## src/rtl/nic_core.sv

```systemverilog
// nic8 processor core: one-byte instructions, DW-wide datapath, AW-wide PC,
// memory behind a req/ack handshake that tolerates wait states.
module nic_core #(
   parameter int DW = 8,
   parameter int AW = 8
) (
   input  logic          clk,
   input  logic          reset,
   output logic          mem_req,
   output logic          mem_we,
   output logic [AW-1:0] mem_addr,
   output logic [DW-1:0] mem_wdata,
   input  logic          mem_ack,
   input  logic [DW-1:0] mem_rdata,
   output logic [DW-1:0] out_data,
   output logic          out_valid,
   output logic          halted,
   output logic [AW-1:0] pc
);

   typedef enum logic [1:0] {ST_RUN, ST_MEM, ST_HALT} state_e;
   typedef enum logic [1:0] {S_MEM, S_ALU, S_A, S_X} src_e;
   typedef enum logic [2:0] {D_IR, D_PC, D_A, D_X, D_B, D_ST, D_OUT, D_HALT} dst_e;

   state_e        state_q;
   logic [AW-1:0] pc_q, pc_d, addr_q, addr;
   logic [DW-1:0] a_q, a_d, b_q, b_d, x_q, x_d;
   logic [7:0]    ir_q, ir_d;
   logic          carry_q, carry_d;
   logic [DW-1:0] out_data_q, wdata_q;
   logic          out_valid_q, req_q, we_q, halted_q;

   logic          b7, b6, idx, zero, cond, taken, is_halt, mem_step, commit;
   src_e          src;
   dst_e          dst;
   logic [DW:0]   alu;
   logic [DW-1:0] src_val;

   always_comb begin
      b7  = ir_q[7];
      b6  = ir_q[6];
      src = src_e'(ir_q[5:4]);
      dst = dst_e'(ir_q[3:1]);
      idx = ir_q[0];

      addr = idx ? x_q[AW-1:0] : pc_q;
      // Subtract is A + ~B + 1, so the carry out reads as "no borrow".
      alu  = {1'b0, a_q} + {1'b0, (b7 ? ~b_q : b_q)} + {{DW{1'b0}}, b7};

      case (src)
         S_MEM:   src_val = mem_rdata;
         S_ALU:   src_val = alu[DW-1:0];
         S_A:     src_val = a_q;
         default: src_val = x_q;
      endcase

      zero = (a_q == '0);
      case ({b7, b6})
         2'b11:   cond = 1'b1;
         2'b10:   cond = zero;
         2'b01:   cond = carry_q;
         default: cond = 1'b0;
      endcase
      taken = (dst == D_PC) && cond;

      is_halt  = (dst == D_HALT);
      mem_step = (src == S_MEM) || (dst == D_IR) || (dst == D_ST);
      commit   = ((state_q == ST_RUN) && !is_halt && !mem_step) ||
                 ((state_q == ST_MEM) && mem_ack);

      pc_d    = taken ? src_val[AW-1:0] : (idx ? pc_q : pc_q + AW'(1));
      ir_d    = (dst == D_IR) ? mem_rdata[7:0] : '0;
      a_d     = (dst == D_A) ? src_val : a_q;
      x_d     = (dst == D_X) ? src_val : x_q;
      b_d     = (dst == D_B) ? src_val : b_q;
      carry_d = (src == S_ALU) ? alu[DW] : carry_q;
   end

   always_ff @(posedge clk or posedge reset) begin
      if (reset) begin
         state_q     <= ST_RUN;
         pc_q        <= '0;
         a_q         <= '0;
         b_q         <= '0;
         x_q         <= '0;
         ir_q        <= '0;
         carry_q     <= 1'b0;
         out_data_q  <= '0;
         out_valid_q <= 1'b0;
         req_q       <= 1'b0;
         we_q        <= 1'b0;
         addr_q      <= '0;
         wdata_q     <= '0;
         halted_q    <= 1'b0;
      end else begin
         out_valid_q <= 1'b0;
         if (commit) begin
            pc_q    <= pc_d;
            ir_q    <= ir_d;
            a_q     <= a_d;
            x_q     <= x_d;
            b_q     <= b_d;
            carry_q <= carry_d;
            if (dst == D_OUT) begin
               out_data_q  <= src_val;
               out_valid_q <= 1'b1;
            end
         end
         case (state_q)
            ST_RUN: begin
               if (is_halt) begin
                  state_q  <= ST_HALT;
                  halted_q <= 1'b1;
               end else if (mem_step) begin
                  req_q   <= 1'b1;
                  addr_q  <= addr;
                  we_q    <= (dst == D_ST) && (src != S_MEM);
                  wdata_q <= src_val;
                  state_q <= ST_MEM;
               end
            end
            ST_MEM: begin
               if (mem_ack) begin
                  req_q   <= 1'b0;
                  we_q    <= 1'b0;
                  state_q <= ST_RUN;
               end
            end
            default: ;
         endcase
      end
   end

   assign mem_req   = req_q;
   assign mem_we    = we_q;
   assign mem_addr  = addr_q;
   assign mem_wdata = wdata_q;
   assign out_data  = out_data_q;
   assign out_valid = out_valid_q;
   assign halted    = halted_q;
   assign pc        = pc_q;

endmodule

```

## config.mk

```make
export PLATFORM = sky130hd
export DESIGN_NAME = nic_core
export DESIGN_NICKNAME = d
export VERILOG_FILES = /design/src/rtl/nic_core.sv
export SDC_FILE = /design/constraint.sdc
export NUM_CORES = 1
export LEC_CHECK = 0
export BUFFER_PORTS_ARGS = -buffer_cell sky130_fd_sc_hd__clkbuf_2
export CAP_MARGIN = 20
export CORE_UTILIZATION = 40
export CTS_CLUSTER_DIAMETER = 60
export DETAILED_ROUTE_END_ITERATION = 10
export PLACE_DENSITY = 0.67
export SLEW_MARGIN = 20
export SYNTH_ARGS = -nofsm -noshare
export SYNTH_HDL_FRONTEND = slang
export SYNTH_SLANG_ARGS = --single-unit
```

## constraint.sdc

```tcl
create_clock -name clk -period 3.2 [get_ports clk]
set_input_delay 0.48 -clock clk [delete_from_list [all_inputs] [get_ports clk]]
set_output_delay 0.48 -clock clk [all_outputs]
set_load 0.005 [all_outputs]
```

### After elaboration in Yosys (flattened, before gate mapping)

Index checks and enable logic that the tools add are counted.

* bits in registers: 71
* input port bits: 11
* output and inout port bits: 36
* word-level logic and storage cells: 83

* add/sub/neg operators: 3
* eq/ne operators: 18
* mux-type cells: 20
* bitwise operators: 2
* reduce and logical (&&, ||, !) cells: 26

Operators with widths (count)
* 8-bit two-way mux: 5
* 8-bit case mux with 3 select lines: 1
* 2-bit AND reduction: 7
* 3-bit == test, second input constant: 4
* 8-bit by 8-bit adder with 9-bit output: 1
* 9-bit by 1-bit adder with 9-bit output: 1
* 8-bit by 1-bit adder with 8-bit output, second input constant: 1
* 8-bit logical NOT: 1
* 8-bit inverter: 1
* 1-bit two-way mux: 7
* 2-bit by 1-bit == test with 1-bit output, second input constant: 3
* 2-bit == test, second input constant: 3
* 3-bit by 2-bit == test with 1-bit output, second input constant: 2
* 2-bit two-way mux: 3
* 2-bit != test, second input constant: 3
* 3-bit AND reduction: 2
* 1-bit logical AND: 5
* 2-bit logical NOT: 2
* 1-bit case mux with 2 select lines: 2
* 2-bit case mux with 2 select lines: 1
* 4-bit AND reduction: 1
* 2-bit nonzero test: 2
* 3-bit by 1-bit == test with 1-bit output, second input constant: 1
* 3-bit logical NOT: 1
* 6 further kinds: 9

### Logic depth before layout (Yosys ltp)

Gate-level depths: netlist of the first run.

* depth after elaboration: 7
* mapped depth: 9
* depth with buffers taken out: 8

### Worst setup path before layout of the first run

OpenSTA, ideal clock, no wires.

* path type: reg-to-reg
* from: register ir_q[7]
* to: register pc_q[6] (netlist: pc[6])
* library setup time: 79 ps
* arrival: 2291 ps
* data required time: 3121 ps
* slack: 830 ps
* stages on the path, launching flop included: 9
* buffers on the path: 1
* period minus slack after synthesis: 2370 ps
* cells stage by stage: dfrtp_1 buf_2 xor2_1 ha_1 and2_0 mux4_2 a211oi_1 o22ai_1 a2bb2oi_1

* word-level cells in the longest chain between the ends: 5
* elaborated cells on any way between the ends: 12
* classes of those cells: add/sub: 2; eq/ne: 4; mux: 4; reduce/logical: 2

RTL lines
* start, declared: line 28 `logic [7:0] ir_q, ir_d;`
* start signal, assigned: line 99 `ir_q <= ir_d;`
* 8-bit two-way mux, or another cell as far along: line 48 `alu = {1'b0, a_q} + {1'b0, (b7 ? ~b_q : b_q)} + {{DW{1'b0}}, b7};`
* 8-bit by 8-bit adder with 9-bit output or 1-bit case mux with 3 select lines (tied branches): line 48, 58
* 9-bit by 1-bit adder with 9-bit output or 1-bit logical AND (tied branches): line 48, 64
* 8-bit case mux with 3 select lines or 2-bit by 1-bit != test with 1-bit output (tied branches)
* 8-bit two-way mux or 2-bit AND reduction (tied branches)
* end signal, assigned: line 98 `pc_q <= pc_d;`
* end, declared: line 26 `logic [AW-1:0] pc_q, pc_d, addr_q, addr;`

Several ways; a longest one is shown, not always the timed one.
A chain may end at the register's enable or synchronous reset.

### Final worst setup path of the first run

* from: register ir_q[7]
* to: register wdata_q[2] (netlist: mem_wdata[2])

* word-level cells in the longest chain between the ends: 4

RTL lines
* 8-bit two-way mux: line 48
* 8-bit by 8-bit adder with 9-bit output: line 48
* 9-bit by 1-bit adder with 9-bit output (*): line 48
* 8-bit case mux with 3 select lines (*): line 50 `case (src)`
* end signal, assigned: line 118 `wdata_q <= src_val;`
* end, declared: line 30 `logic [DW-1:0] out_data_q, wdata_q;`

Every way passes the cells marked *; elsewhere a longest branch is shown, timed or not.

==> run metrics, run 1 <==
status=finished, final reports clean; number of global-route vias before repair=2916; Worst Hold Class=primary input to asynchronous set/reset pin; I/O pin count=47; CTS Buffer Depth=2; postcts setup bufs=0; Via Count=slightly above 3000; met2 routed WL=about 4500 um; RSZ-0062 raised after global routing=no; synth unique cells=64; Routed met1 length=4697 um; fraction of layout cells with a size suffix above 1=between 20% and 30%; drt via density=around 5.5; Post-synth ARST share=100.0%; port buffer count=46; critical path startpoint=ir_q[7]; worst-margin pin slew=0.9001 ns; Pre-Repair DR Iteration Count=5; # hold bufs at CTS=0; Max Cap Viol=0; Post-Route WL=10060 um; Post-Syn Area=slightly below 4000 um^2; Post-synth EDFFs=0; Post-CTS Resized=0; Top FF cell, synth=dfrtp_1; Max FO, Critical Path=11; Worst Setup End Kind=flip-flop; CTS clock-pin slew for the worst setup and hold paths=approximately 0.07 ns; Starting Density=41.63%; required time worst endpoint=~3.4 ns; largest net degree at the start of global routing=72; initial antenna violation count=0; H-tree levels=3; worst r2r src=ir_q[7]; Post-Route Setup TNS=0 ns; Slew HR=39.99%; CTS tree=done; CP Class=flip-flop to flip-flop; Die H=between 100 and 150 um; Mapped Avg Cell Area=10.28 um^2; worst clock skew=approximately 0.0056 ns; CTS Root Cell=clkbuf_8; FF+latch count, synth=71; DP HPWL=approximately 7000 um; die area=10060 um^2; most frequent cells in the layout=dfrtp_1, clkbuf_2, nand2_1, a21oi_1, mux2_2; routed len/inst=roughly 18 um; count of pins over their slew limit=0; final instance area=4458 um^2; period utilisation layout=a little over four fifths; DRT antenna net count=0; min cycle time layout=around 2.7 ns; Final setup viols=0; Mapped Nets=between 300 and 400; drc violations=0; yosys warns=0; commonest non-fill, non-tap cell in the layout=dfrtp_1; Die W=100.3 um; highest clock rate=371.8 MHz; RD Place Congestion=around 0.93; VDD IR max=between 0.0004 and 0.0005 V; Seq/Total Area, Yosys=approximately 46%; DRT iter0 DRCs=225; startpoint type of the worst setup path=flip-flop; Site Rows=35; critical path arrival=slightly below 3 ns; Synth Instances=about 380; CTS Buf Count=9; global-route wire length before repair=15930 um; Top Metal Used=met4; routed length on met3=just over 600 um; Sink Count=around 70; final net count=approximately 440; GRT overflow=0; Area after DPL=around 4200 um^2; Power per Cell Area=between 1000 and 1500 nW/um^2; Skew-Pair Late Insertion Delay=approximately 0.35 ns; Overall Global Routing Usage=20.93%; Util after Layout=between 40 and 50%; area delta synth->final=15.34%; Core Area=about 9300 um^2; number of hold violations in the final report=0; n_diodes=0; P_leak=between 2 and 2.5 nW
-- synthesized netlist by cell type, types with 4 or more instances --
cell / instances / area share (%)
dfrtp_1: 71 / 46
nand2_1: 39 / 3.8
a21oi_1: 28 / 3.6
mux2_2: 21 / 6.1
nor2_1: 20 / 1.9
inv_1: 18 / 1.7
nand3_1: 15 / 1.9
mux2i_1: 14 / 3.6
o21ai_0: 14 / 1.8
buf_2: 10 / 1.3
ha_1: 9 / 2.9
nor3_1: 8 / 1.0
xor2_1: 8 / 1.8
o22ai_1: 7 / 1.1
clkbuf_1: 6 / 0.58
mux2_4: 6 / 2.3
nand2b_1: 6 / 0.97
a211oi_1: 4 / 0.78
nor2b_1: 4 / 0.65
-- registers in the layout, indices dropped and copies added, names as in the netlist --
signal / count
a_q: 8
b_q: 8
ir_q: 8
mem_addr: 8
mem_wdata: 8
out_data: 8
pc: 8
x_q: 8
state_q: 2
carry_q: 1
halted: 1
mem_req: 1
mem_we: 1
out_valid: 1
-- through the flow --
stage / power, mW / setup WS [ns] / hold slack, ns / std cells
floorplan: 3.354 / 0.8295 / 0.4678 / 376
global placement: 4.090 / 0.6057 / 0.4604 / 540
detailed placement: 4.152 / 0.5225 / 0.4747 / 540
CTS: 4.999 / 0.5110 / 0.3643 / 556
global route: 5.353 / 0.3857 / 0.4025 / 556
finish: 4.997 / 0.5103 / 0.3767 / 556
-- critical path, stage by stage, from the launching register on --
cell     delay (ns)
dfrtp_1        0.57
mux2i_1        0.41
inv_1          0.10
fa_1           0.41
xor2_1         0.17
mux4_2         0.58
mux2_1         0.33
-- worst paths after layout --
check | slack, ns | depth (start not counted) | to
worst min register to register | 0.49 | 2 | out_data[0]
worst min-delay path | 0.38 | 3 | mem_wdata[0]
worst max register to register | 0.51 | 6 | mem_wdata[2]
max in group asynchronous | 2.24 | 3 | pc[1]
worst max-delay path | 0.51 | 6 | mem_wdata[2]
min in group clk | 0.38 | 3 | ir_q[3]
-- where the power goes --
group / switching, mW / internal, mW
sequential: 0.475 / 1.29
clock: 0.345 / 0.480
combinational: 1.33 / 1.07
-- cell type report --
type                       count  area, um^2
clock buffer                  11       151.4
fill                         907        4826
tap                          129       161.4
timing repair buffer          54       290.3
inverter                      19       71.32
sequential                    71        1777
clock inverter                 5       80.08
multi-input combinational    267        1927
-- kinds of logic after synthesis --
family	after synthesis	synth area share, %
xor gates and xnor gates	9	2.040
buffers and inverters	38	4.305
adders and majority gates	10	3.432
AOI/OAI and AO/OA	88	14.89
muxes	47	14.70
DFF	71	45.97
and+or+nand+nor	113	14.67
-- metal layers --
layer  vias to the layer above  track usage [%]
li1                       1447                -
met1                      1497            30.60
met2                       109            30.77
met3                        22            3.969
met4                         0            7.692
met5                         -                0
Note: power is estimated with default switching activity, not from simulation.
==> run 2, diff against run 1 <==
--- a/config.mk
+++ b/config.mk
@@ -5,12 +5,13 @@
 export SDC_FILE = /design/constraint.sdc
 export NUM_CORES = 1
 export LEC_CHECK = 0
+export ABC_AREA = 1
 export BUFFER_PORTS_ARGS = -buffer_cell sky130_fd_sc_hd__clkbuf_2
 export CAP_MARGIN = 20
 export CORE_UTILIZATION = 40
 export CTS_CLUSTER_DIAMETER = 60
 export DETAILED_ROUTE_END_ITERATION = 10
-export PLACE_DENSITY = 0.67
+export PLACE_DENSITY = 0.7
 export SLEW_MARGIN = 20
 export SYNTH_ARGS = -nofsm -noshare
 export SYNTH_HDL_FRONTEND = slang
==> constraint.sdc (replaced) <==
create_clock -name clk -period 2.45 [get_ports clk]
set_input_delay 0.3675 -clock clk [delete_from_list [all_inputs] [get_ports clk]]
set_output_delay 0.3675 -clock clk [all_outputs]
set_load 0.005 [all_outputs]
==> run metrics, run 2 <==
Starting Density=41.46% (-0.17 points); Overall Global Routing Usage=21.05% (+0.12 points); RD Place Congestion=0.9414 (+0.76%); Worst Setup End Kind=flip-flop; postcts setup bufs=0 (unchanged); largest net degree at the start of global routing=31 (-57%); VDD IR max=0.0005231 V (+9.9%); Power, Total=5.842 mW (+17%); CP Class=flip-flop to flip-flop; Final WS setup=0.2233 ns (-0.2870 ns); Core Area=8763 um^2 (-5.6%); DP HPWL=6976 um (-1.0%); GRT overflow=0 (unchanged); initial antenna violation count=0 (unchanged); slowest CP cell=dfrtp_2; Power per Cell Area=1386 nW/um^2 (+24%); startpoint type of the worst setup path=flip-flop; Die H=97.31 um (-3.0%); Site Rows=34 (-2.9%); Seq/Total Area, Yosys=48.90% (+2.9 points); Via Count=3265 (+6.2%); CTS tree=done; number of global-route vias before repair=3221 (+10%); die area=9469 um^2 (-5.9%); n_diodes=0 (unchanged); Worst Setup EP=x_q[6]; critical path startpoint=ir_q[7]; R2R depth=9 (+3); Mapped Avg Cell Area=8.092 um^2 (-21%); CTS Buf Count=9 (unchanged); Top FF cell, synth=dfrtp_1; required time worst endpoint=2.70 ns (-0.73 ns); R2R setup slack=0.22 ns (-0.29 ns); status=finished, final reports clean; Max FO, Critical Path=7 (-4); synth top area cells=dfrtp_1, nand2_1, o21ai_0, inv_1, nand3_1; pre-CTS setup slack=0.06375 ns (-0.4588 ns); final net count=528 (+19%); RSZ-0062 raised after global routing=no; Max Cap Viol=0 (unchanged); P_leak=2.192 nW (+6.0%); Post-synth ARST share=100.0% (unchanged); Mapped Nets=470 (+18%); Net Sw Frac=46.20% (+3.2 points); Int Pwr=3.143 mW (+10%); largest area contributor in the netlist=dfrtp_1; Slew HR=58.30% (+18 points); CTS Buffer Depth=2 (unchanged); most frequent cell after synthesis=nand2_1; reg2reg end=x_q[6]; synth unique cells=36 (-44%); Synth Instances=449 (+19%); clock power share=14.2% (-2.3 points); worst r2r src=ir_q[7]; Post-Syn Area=3633 um^2 (-6.0%); DRT antenna net count=0 (unchanged); Skew-Pair Late Insertion Delay=0.35 ns (about the same); yosys warns=0 (unchanged); min cycle time layout=2.227 ns (-0.4630 ns); CTS clock-pin slew for the worst setup and hold paths=0.08 ns (about the same); Hold WS=0.07354 ns (-0.3032 ns); Post-Route Setup TNS=0 ns (unchanged); area delta synth->final=16.01%; Post-Route WL=9348 um (-7.1%); P_sw=2.699 mW (+26%); Reg power frac=35.9% (+0.5 points); H-tree levels=3 (unchanged); Sink Count=71 (unchanged); worst clock skew=0.01101 ns (+0.005444 ns); Final setup viols=0 (unchanged); global-route wire length before repair=15900 um (-0.13%); Critical Path, Cell by Cell=xor2_1, fa_1, nand3_1, a21oi_1, o21ai_0, nand3_1, nand2_1, nand2_1, o21ai_0; Gate power share=49.9% (+1.8 points); # hold bufs at CTS=0 (unchanged); placed cell count=604 (+12%); routed len/inst=15.10 um (-17%); drc violations=0 (unchanged); top-area cell type share of the netlist area=48.90% (+2.9 points); drt via density=5.275 (-4.6%); fraction of layout cells with a size suffix above 1=17.22% (-8.3 points); critical path's largest stage delay=0.49 ns (-0.09 ns); CTS Root Cell=clkbuf_8; period utilisation layout=90.89% (+6.8 points); Pre-Repair DR Iteration Count=5 (unchanged); count of pins over their slew limit=0 (unchanged); port buffer count=46 (unchanged); worst-margin pin slew=0.6246 ns (-0.2756 ns); Post-synth EDFFs=0 (unchanged); highest clock rate=449.1 MHz (+21%); I/O pin count=47 (unchanged); Worst Hold Class=primary input to asynchronous set/reset pin; most frequent cells after synthesis=nand2_1, dfrtp_1, o21ai_0; final instance area=4215 um^2 (-5.4%); number of hold violations in the final report=0 (unchanged); critical path arrival=2.48 ns (-0.44 ns); Area after DPL=4040 um^2 (-4.4%); DRT iter0 DRCs=344 (+53%); Util after Layout=48.10% (+0.082 points); post-route insts no fill=619 (+11%); most frequent cells in the layout=nand2_1, dfrtp_1, o21ai_0, clkbuf_2, inv_1; Die W=97.31 um (-3.0%); FF+latch count, synth=71 (unchanged); commonest non-fill, non-tap cell in the layout=nand2_1
[run 2: power groups by stage]
stage                     sequential, mW  clock (mW)  combinational, mW
after floorplan                     1.99           0               2.01
after global placement              2.10           0               2.82
after detailed placement            2.11           0               2.89
after CTS                           2.09       0.846               2.91
after global routing                2.17       0.890               3.36
final                               2.10       0.830               2.91
[run 2: logic make-up after synthesis]
group	synth area share, %
compound gates	14.43
xor+xnor	3.375
fa+ha+maj	3.650
buf+inv	6.198
flops	48.90
mux	0.3099
simple gates	23.14
[run 2: repair_timing]
item | CTS | global route
setup endpoints to repair | 0 | 22
resized for setup | 0 | 6
hold endpoints to repair | 0 | 0
[run 2: worst min path at each step]
stage | start | cells past startpoint | to
detailed placement | halted | 2 | halted
finish | reset | 2 | mem_addr[7]
global placement | halted | 2 | halted
global route | reset | 2 | mem_addr[7]
floorplan | ir_q[6] | 2 | ir_q[6]
CTS | reset | 2 | mem_addr[7]
[run 2: layer usage]
metal  vias to the layer above  wire length (um)  GRT usage [%]
li1                       1579                 -              -
met1                      1563              4256          28.77
met2                       113              4355          33.37
met3                        10               639          4.964
met4                         0                97          6.222
met5                         -                 0              0
[run 2: layout make-up]
| type | count | area (um^2) |
|---|---|---|
| Fill cell | 881 | 4548 |
| Sequential cell | 71 | 1778 |
| Multi-Input combinational cell | 323 | 1640 |
| Timing Repair Buffer | 57 | 325.3 |
| Inverter | 45 | 171.4 |
| Clock buffer | 12 | 145.1 |
| Tap cell | 108 | 135.1 |
| Clock inverter | 3 | 20.02 |
[run 2: worst max-delay path, delay by kind of cell, from the launching register on]
family	cells	cell delay (ns)
adder cells (fa/ha/maj)	1	0.44
AO/OA/AOI/OAI	3	0.54
AND/OR/NAND/NOR	4	0.44
XOR/XNOR	1	0.22
flip-flops	1	0.49
